$ cat src/rtl/muldiv_sequencer_pkg.sv
// Shared definitions for the iterative RV32M multiply/divide unit:
// default width, funct3 op encodings, FSM states and operand-sign decode.
package muldiv_sequencer_pkg;

  localparam int MULDIV_N = 32;

  typedef enum logic [2:0] {
    F3_MUL    = 3'b000,
    F3_MULH   = 3'b001,
    F3_MULHSU = 3'b010,
    F3_MULHU  = 3'b011,
    F3_DIV    = 3'b100,
    F3_DIVU   = 3'b101,
    F3_REM    = 3'b110,
    F3_REMU   = 3'b111
  } funct3_e;

  typedef enum logic [1:0] {
    S_IDLE,
    S_RUN,
    S_FIX,
    S_DONE
  } state_e;

  function automatic logic rs1_signed(input logic [2:0] f);
    return f[2] ? ~f[0] : (f != F3_MULHU);
  endfunction

  function automatic logic rs2_signed(input logic [2:0] f);
    return f[2] ? ~f[0] : ~f[1];
  endfunction

endpackage

$ cat src/rtl/muldiv_step.sv
// One unsigned iteration: shift-add multiply or restoring
// shift-subtract divide on the {hi, lo} working pair.
module muldiv_step
  import muldiv_sequencer_pkg::*;
#(
  parameter int N = MULDIV_N
) (
  input  logic         is_mul_i,
  input  logic [N-1:0] hi_i,
  input  logic [N-1:0] lo_i,
  input  logic [N-1:0] b_i,
  output logic [N-1:0] hi_o,
  output logic [N-1:0] lo_o
);

  logic [N:0]   sum;
  logic [N:0]   sh;
  logic [N-1:0] diff;
  logic         ge;

  always_comb begin
    sum  = {1'b0, hi_i} + (lo_i[0] ? {1'b0, b_i} : '0);
    sh   = {hi_i, lo_i[N-1]};
    ge   = sh >= {1'b0, b_i};
    // Only consumed when ge, so the low N bits are exact.
    diff = sh[N-1:0] - b_i;
    if (is_mul_i) begin
      hi_o = sum[N:1];
      lo_o = {sum[0], lo_i[N-1:1]};
    end else begin
      hi_o = ge ? diff : sh[N-1:0];
      lo_o = {lo_i[N-2:0], ge};
    end
  end

endmodule

$ cat src/rtl/muldiv_sequencer.sv
// Multi-cycle RV32M multiply/divide sequencer: sign handling,
// special-case shortcuts and N-step iteration through muldiv_step.
module muldiv_sequencer
  import muldiv_sequencer_pkg::*;
#(
  parameter int N = MULDIV_N
) (
  input  logic         clk,
  input  logic         rst,
  input  logic         start,
  input  logic         flush,
  input  logic [2:0]   funct3,
  input  logic [N-1:0] rs1,
  input  logic [N-1:0] rs2,
  output logic         busy,
  output logic         done,
  output logic [N-1:0] result
);

  localparam int CW = $clog2(N);
  localparam logic [CW-1:0] LAST = CW'(N - 1);
  localparam logic [N-1:0] MIN_NEG = {1'b1, {(N-1){1'b0}}};

  state_e        state_q, state_d;
  funct3_e       op_q, op_d;
  logic [CW-1:0] cnt_q, cnt_d;
  logic [N-1:0]  hi_q, hi_d;
  logic [N-1:0]  lo_q, lo_d;
  logic [N-1:0]  b_q, b_d;
  logic [N-1:0]  res_q, res_d;
  logic          sa_q, sa_d;
  logic          sb_q, sb_d;

  logic [N-1:0]   step_hi, step_lo;
  logic           sa_in, sb_in;
  logic [N-1:0]   ma, mb;
  logic [2*N-1:0] prod;

  muldiv_step #(.N(N)) u_step (
    .is_mul_i (~op_q[2]),
    .hi_i     (hi_q),
    .lo_i     (lo_q),
    .b_i      (b_q),
    .hi_o     (step_hi),
    .lo_o     (step_lo)
  );

  always_comb begin
    sa_in = rs1_signed(funct3) & rs1[N-1];
    sb_in = rs2_signed(funct3) & rs2[N-1];
    ma    = sa_in ? -rs1 : rs1;
    mb    = sb_in ? -rs2 : rs2;
    prod  = {hi_q, lo_q};
    if (sa_q ^ sb_q) prod = -prod;

    state_d = state_q;
    op_d    = op_q;
    cnt_d   = cnt_q;
    hi_d    = hi_q;
    lo_d    = lo_q;
    b_d     = b_q;
    res_d   = res_q;
    sa_d    = sa_q;
    sb_d    = sb_q;

    unique case (state_q)
      S_IDLE: if (start) begin
        op_d  = funct3_e'(funct3);
        sa_d  = sa_in;
        sb_d  = sb_in;
        cnt_d = '0;
        if (funct3[2] && rs2 == '0) begin
          res_d   = funct3[1] ? rs1 : '1;
          state_d = S_DONE;
        end else if (funct3[2] && !funct3[0] &&
                     rs1 == MIN_NEG && rs2 == '1) begin
          res_d   = funct3[1] ? '0 : rs1;
          state_d = S_DONE;
        end else begin
          hi_d    = '0;
          lo_d    = funct3[2] ? ma : mb;
          b_d     = funct3[2] ? mb : ma;
          state_d = S_RUN;
        end
      end
      S_RUN: begin
        hi_d  = step_hi;
        lo_d  = step_lo;
        cnt_d = cnt_q + 1'b1;
        if (cnt_q == LAST) state_d = S_FIX;
      end
      S_FIX: begin
        if (!op_q[2])
          res_d = (op_q == F3_MUL) ? prod[N-1:0] : prod[2*N-1:N];
        else if (op_q[1])
          res_d = sa_q ? -hi_q : hi_q;
        else
          res_d = (sa_q ^ sb_q) ? -lo_q : lo_q;
        state_d = S_DONE;
      end
      S_DONE: state_d = S_IDLE;
      default: state_d = S_IDLE;
    endcase

    if (flush) begin
      state_d = S_IDLE;
      res_d   = res_q;
    end
  end

  always_ff @(posedge clk) begin
    if (rst) begin
      state_q <= S_IDLE;
      op_q    <= F3_MUL;
      cnt_q   <= '0;
      hi_q    <= '0;
      lo_q    <= '0;
      b_q     <= '0;
      res_q   <= '0;
      sa_q    <= 1'b0;
      sb_q    <= 1'b0;
    end else begin
      state_q <= state_d;
      op_q    <= op_d;
      cnt_q   <= cnt_d;
      hi_q    <= hi_d;
      lo_q    <= lo_d;
      b_q     <= b_d;
      res_q   <= res_d;
      sa_q    <= sa_d;
      sb_q    <= sb_d;
    end
  end

  assign busy   = (state_q != S_IDLE);
  assign done   = (state_q == S_DONE) && !flush;
  assign result = res_q;

endmodule

$ cat config.mk
export PLATFORM = sky130hd
export DESIGN_NAME = muldiv_sequencer
export DESIGN_NICKNAME = d
export VERILOG_FILES = /design/src/rtl/muldiv_sequencer_pkg.sv /design/src/rtl/muldiv_step.sv /design/src/rtl/muldiv_sequencer.sv
export SDC_FILE = /design/constraint.sdc
export NUM_CORES = 1
export LEC_CHECK = 0
export CAP_MARGIN = 20
export CORE_MARGIN = 10
export CORE_UTILIZATION = 25
export DETAILED_ROUTE_END_ITERATION = 6
export PLACE_DENSITY_LB_ADDON = 0.3
export SYNTH_ARGS = -nofsm -noshare
export SYNTH_HDL_FRONTEND = slang
export SYNTH_SLANG_ARGS = --single-unit
$ cat constraint.sdc
create_clock -name clk -period 11.2 [get_ports clk]
set_clock_uncertainty 0.2 [all_clocks]
set_input_delay 2.24 -clock clk [delete_from_list [all_inputs] [get_ports clk]]
set_output_delay 2.24 -clock clk [all_outputs]
set_load 0.02 [all_outputs]
Word level (Yosys, flattened, before mapping)
Cells that the tools add are included.
W data, S select, Z words.
{"block": "op_classes", "eq_ne": 12, "bitwise": 8, "reduce_logical": 20, "n_mux": 37, "addsub": 8, "n_lt_le_gt_ge": 1}
{"operator": "$mux W32", "count": 24}
{"operator": "$pmux W32 S2", "count": 3}
{"operator": "$neg A32 Y32", "count": 4}
{"operator": "$eq A32 B32 Y1 const B", "count": 2}
{"operator": "$mux W64", "count": 1}
{"operator": "$neg A64 Y64", "count": 1}
{"operator": "$add A32 B33 Y33", "count": 1}
{"operator": "$ge A33 B32 Y1", "count": 1}
{"operator": "$logic_not A32 Y1", "count": 1}
{"operator": "$sub A32 B32 Y32", "count": 1}
{"operator": "$reduce_and A4 Y1", "count": 3}
{"operator": "$pmux W5 S2", "count": 1}
{"operator": "$mux W2", "count": 4}
{"operator": "$ne A2 B2 Y1 const B", "count": 4}
{"operator": "$pmux W2 S4", "count": 1}
{"operator": "$reduce_and A2 Y1", "count": 3}
{"operator": "$reduce_bool A2 Y1", "count": 3}
{"operator": "$add A5 B1 Y5 const B", "count": 1}
{"operator": "$eq A5 B5 Y1 const B", "count": 1}
{"operator": "$logic_and A1 B1 Y1", "count": 5}
{"operator": "$mux W5", "count": 1}
{"operator": "$not A1 Y1", "count": 5}
{"operator": "$eq A2 B2 Y1 const B", "count": 2}
{"operator": "$logic_not A3 Y1", "count": 1}
{"operator": "other kinds (9)", "count": 12}
{"block": "word_totals", "regBits": 140, "output_inout_bits": 34, "input_bits": 71, "elab_cells": 95}

Logic depth before layout (Yosys ltp)
{"block": "depth", "ltp_word": 9, "depth_mapped": 15, "depth_no_buf": 13}

By module
Synthesis repeated with hierarchy kept, for this count alone.
{"block": "hier_totals", "cells_unflattened": 2235, "area_unflattened_um2": 15972.8}
{"mod": "muldiv_sequencer", "seq_area_each_um2": 2802.7, "area_each_um2": 11232.0, "cells_each": 1549, "n_inst": 1}
{"mod": "muldiv_step", "seq_area_each_um2": 0.0, "area_each_um2": 4740.8, "cells_each": 686, "n_inst": 1}

Worst setup path before layout
OpenSTA, ideal clock, no wires.
{"block": "synth_timing", "path_kind": "input -> register", "startpoint": "in rs2[12]", "endpoint": "reg res_q[31], in the netlist result[31]", "path_stages": 10, "path_slack_ns": 6.033, "path_buffers": 1, "setup_ns": 0.134, "required_ns": 10.866, "arrival_time_ns": 4.833, "cell_sequence": "or4_4 -> or4_4 -> or4b_4 -> o21ai_4 -> nand3_2 -> a21o_1 -> buf_6 -> or3_1 -> o21ai_1 -> a211oi_1"}
{"block": "synth_via", "elab_chain_cells": 5, "word_cells_on_any_way": 9, "classes_between": "eq/ne: 2; mux: 3; reduce/logical: 4"}
{"element": "from (decl)", "line_no": "muldiv_sequencer.sv:14", "source": "input logic [N-1:0] rs2,"}
{"element": "$logic_not A32 Y1", "line_no": "muldiv_sequencer.sv:72", "source": "if (funct3[2] && rs2 == '0) begin"}
{"element": "$logic_and A1 B1 Y1", "line_no": "muldiv_sequencer.sv:72"}
{"element": "$mux W32", "line_no": "muldiv_sequencer.sv:72"}
{"element": "$mux W32", "line_no": "muldiv_sequencer.sv:67", "source": "S_IDLE: if (start) begin"}
{"element": "$pmux W32 S2", "line_no": "muldiv_sequencer.sv:66", "source": "unique case (state_q)"}
{"element": "to (signal assigned)", "line_no": "muldiv_sequencer.sv:129", "source": "res_q <= res_d;"}
{"element": "to (decl)", "line_no": "muldiv_sequencer.sv:30", "source": "logic [N-1:0] res_q, res_d;"}
Several ways; a longest one is shown, not always the timed one. The select of a mux whose other input is x is not followed.
A chain may end at the register's enable or synchronous reset.

Worst setup path in the final report
{"block": "layout_timing", "startpoint": "in rs1[26]", "endpoint": "reg res_q[28], in the netlist result[28]"}
{"block": "layout_via", "elab_chain_cells": 5}
{"element": "from (decl)", "line_no": "muldiv_sequencer.sv:13", "source": "input logic [N-1:0] rs1,"}
{"element": "$eq A32 B32 Y1", "line_no": "muldiv_sequencer.sv:76", "source": "rs1 == MIN_NEG && rs2 == '1) begin"}
{"element": "$logic_and A1 B1 Y1", "line_no": "muldiv_sequencer.sv:75", "source": "end else if (funct3[2] && !funct3[0] &&"}
{"element": "$logic_and A1 B1 Y1", "line_no": "muldiv_sequencer.sv:76"}
{"element": "$ne A3 B3 Y1 (no source line)"}
{"element": "$reduce_and A4 Y1 (no source line)"}
No other way between the ends.

==> reports/summary.txt <==
Synth area leaders - dfxtp_1 (18%), a21oi_1 (6.5%), nor2_1 (6.2%)
antenna-violating nets left - 0
Nets - 2312
most frequent cell on the critical path - or4_1
buffer and inverter count on the worst path - 1
Post-CTS Setup Repair Bufs - 0
count leader, synth - nor2_1
Yosys top cell by area - dfxtp_1
Static Leak - 6.562 nW
H-tree depth - 4
Hold Crit Class - reg2reg
simple-gate share of the synthesized area - 0.2272
fin crit period - 6699 ps
Gate Count Post-Synth - 2171
Final Util - 0.2908
slowest stage delay, CP - 850 ps
crit start category - input pin
Resized Gates After CTS - 0
crit path cell chain - clkdlybuf4s50_1, or4_1, or4_1, or4_1, o21ai_4, nand3_2, a21oi_4, nand2_1, a211oi_1, a2111oi_0
largest net degree at the start of global routing - 75
vias in the first global route - 15960
Clock Sinks - 140
worst-case clock buffer depth - 2
Tcrit/Tclk final - 0.5981
cts hold-fix bufs - 0
main flop type after synthesis - dfxtp_1
Reg clk slew, reported paths - 70 ps
Post-Synth Adder-Cell Area - 0.07626
layout cells sized above 1 - 0.06109
outcome - complete, no violations
Yosys reg bits - 140
Cell Pwr Density - 97.82 nW/um2
vias - 16870
CP max-delay cell - a21oi_4
synthesized cell area - 15320 um2
post-synth net total - 2319
syn avg cell area - 7.058 um2
Hold Vio Cnt, Final - 0
CP Class - in2reg
Detail Placement HPWL - 52.29 mm
fillers - 6579
Netlist cell types - 86
fmax - 149.3 MHz
input/output buffers - 104
Initial Util - 0.2534
die area - 71600 um2
die height - 267.6 um
drt pass-1 iters - 6
CP top delay family - simple AND/OR/NAND/NOR gates
Critical Path Fanout Max - 31
largest family of logic cells by synthesized area - compound AO/OA/AOI/OAI gates
clk_lat worst skew - 460 ps
first-pass GRT wire length - 101.4 mm
max_cap viols - 0
Vias/cell - 5.699
core area - 60470 um2
multi-input logic area - 11640 um2
All-Layer GR Usage - 0.1834
post-synthesis xor/xnor area fraction - 0.1086
DRC Markers - 0
top cells by count, synth - nor2_1 (252), nand2_1 (214), a21oi_1 (198)
CTS tree - done
Cell Area, Placed - 16970 um2
TritonCTS Buffers - 17
row cnt - 90
Synth async-reset ratio - 0
WL/cell - 22.83 um
final instance area - 17590 um2
Least-Margin Pin Slew - 1114 ps
Compound-Gate Fraction of Synth Area - 0.2897
total power - 1.720 mW
final setup violation count - 0
sequential area share after synthesis - 0.1829
Slew Viols, Final - 0
Peak VDD IR - 0.1075 mV
Setup TNS Final - 0 ps
Max-slew headroom - 0.2562
routability-driven placement congestion ratio - 0.9735
initial drt markers - 1814
register area - 2804 um2
boundary pin count - 105
GR Overflow Total - 0
die width - 267.6 um
CP Capture Type - flop
DRT Wirelength - 67.56 mm
synthesis-to-finish area growth - 14.76%
initial antenna violation count - 2
crit path DAT - 6770 ps
mux cell area share after synthesis - 0.05430
unrepaired setup endpoints after global routing - false
post-synth top area share - 0.1829
Worst Path Required - 11270 ps
Post-synth EDFFs - 0
warning count from the yosys run - 0
Root Driver - clkbuf_16
[cells in the final DEF, fill, tap and decap left out, types with 19 or more instances in the layout]
master,synthesis,layout
or4_1,24,24
ha_1,75,73
a21oi_1,198,198
inv_1,80,80
maj3_1,19,19
mux2_2,33,33
nor3_1,63,63
o31ai_1,38,38
o21ai_0,137,137
or3_1,23,23
a21o_1,29,29
nand3_1,31,30
a211oi_1,92,92
nand4_1,26,26
o211ai_1,21,21
dfxtp_1,140,139
nor2_1,252,251
clkdlybuf4s50_1,0,102
mux2i_1,46,46
xor2_1,83,82
buf_4,0,28
xnor2_1,107,106
nand2_1,214,213
[where the power goes]
part | internal, mW | total (mW) | switching, mW | leakage [nW]
Combinational | 0.206 | 0.564 | 0.358 | 5.13
Sequential | 0.522 | 0.563 | 0.0416 | 1.14
Clock | 0.318 | 0.593 | 0.275 | 0.292
[sequential cells by signal, indices dropped and copies added, names as in the netlist]
register	count
b_q	32
hi_q	32
lo_q	32
result	32
cnt_q	5
op_q	3
state_q	2
sa_q	1
sb_q	1
[stage by stage]
stage               cells  setup WS, ps  hold WS (ps)
floorplan            2171          6033         231.9
finish               2960          4501         255.5
CTS                  2957          4644         258.0
global route         2959          4284         278.1
global placement     2925          4127         244.3
detailed placement   2925          4166         247.0
[worst paths after layout]
path | to | depth (start not counted) | slack [ps] | from
setup reg to reg | hi_q[30] | 13 | 6440 | lo_q[0]
setup / recovery | result[28] | 10 | 4500 | rs1[26]
hold reg to reg | b_q[12] | 2 | 260 | b_q[12]
hold / removal | b_q[12] | 2 | 260 | b_q[12]
[layer usage]
layer	share of wire	routed length, um	GRT usage	vias up
met5	0.00027	18	0	-
met4	0.031	2067	0.06107	4
met3	0.081	5449	0.03384	90
met2	0.43	28980	0.2773	731
met1	0.46	31050	0.2561	8148
li1	-	-	-	7895
[worst register-to-register path, cell delays in order, from the launching register on]
cell and delay, ps:
dfxtp_1 580, inv_1 290, buf_4 300, nor2_1 140, ha_1 250, o21ai_0 150
o21ai_0 590, a2111oi_0 300, nor4bb_1 640, o22ai_1 300, o221ai_1 380, a21oi_1 120
o21a_1 200, o31ai_1 220
[final cells by class]
type                       count  share of cell area
antenna                        1           0.0001423
clock buffer                  17             0.02419
clock inverter                15            0.009534
inverter                      82             0.01750
multi-input combinational   1790              0.6618
sequential                   140              0.1594
tap                          782             0.05564
timing repair buffer         133             0.07172
[cell families after synthesis]
kind of cell               after synthesis
muxes                                   79
xor gates and xnor gates               190
adders and majority gates               96
DFF                                    140
and+or+nand+nor                        738
buffers and inverters                  241
AOI/OAI and AO/OA                      687
Power figures use the tool's default switching activity.
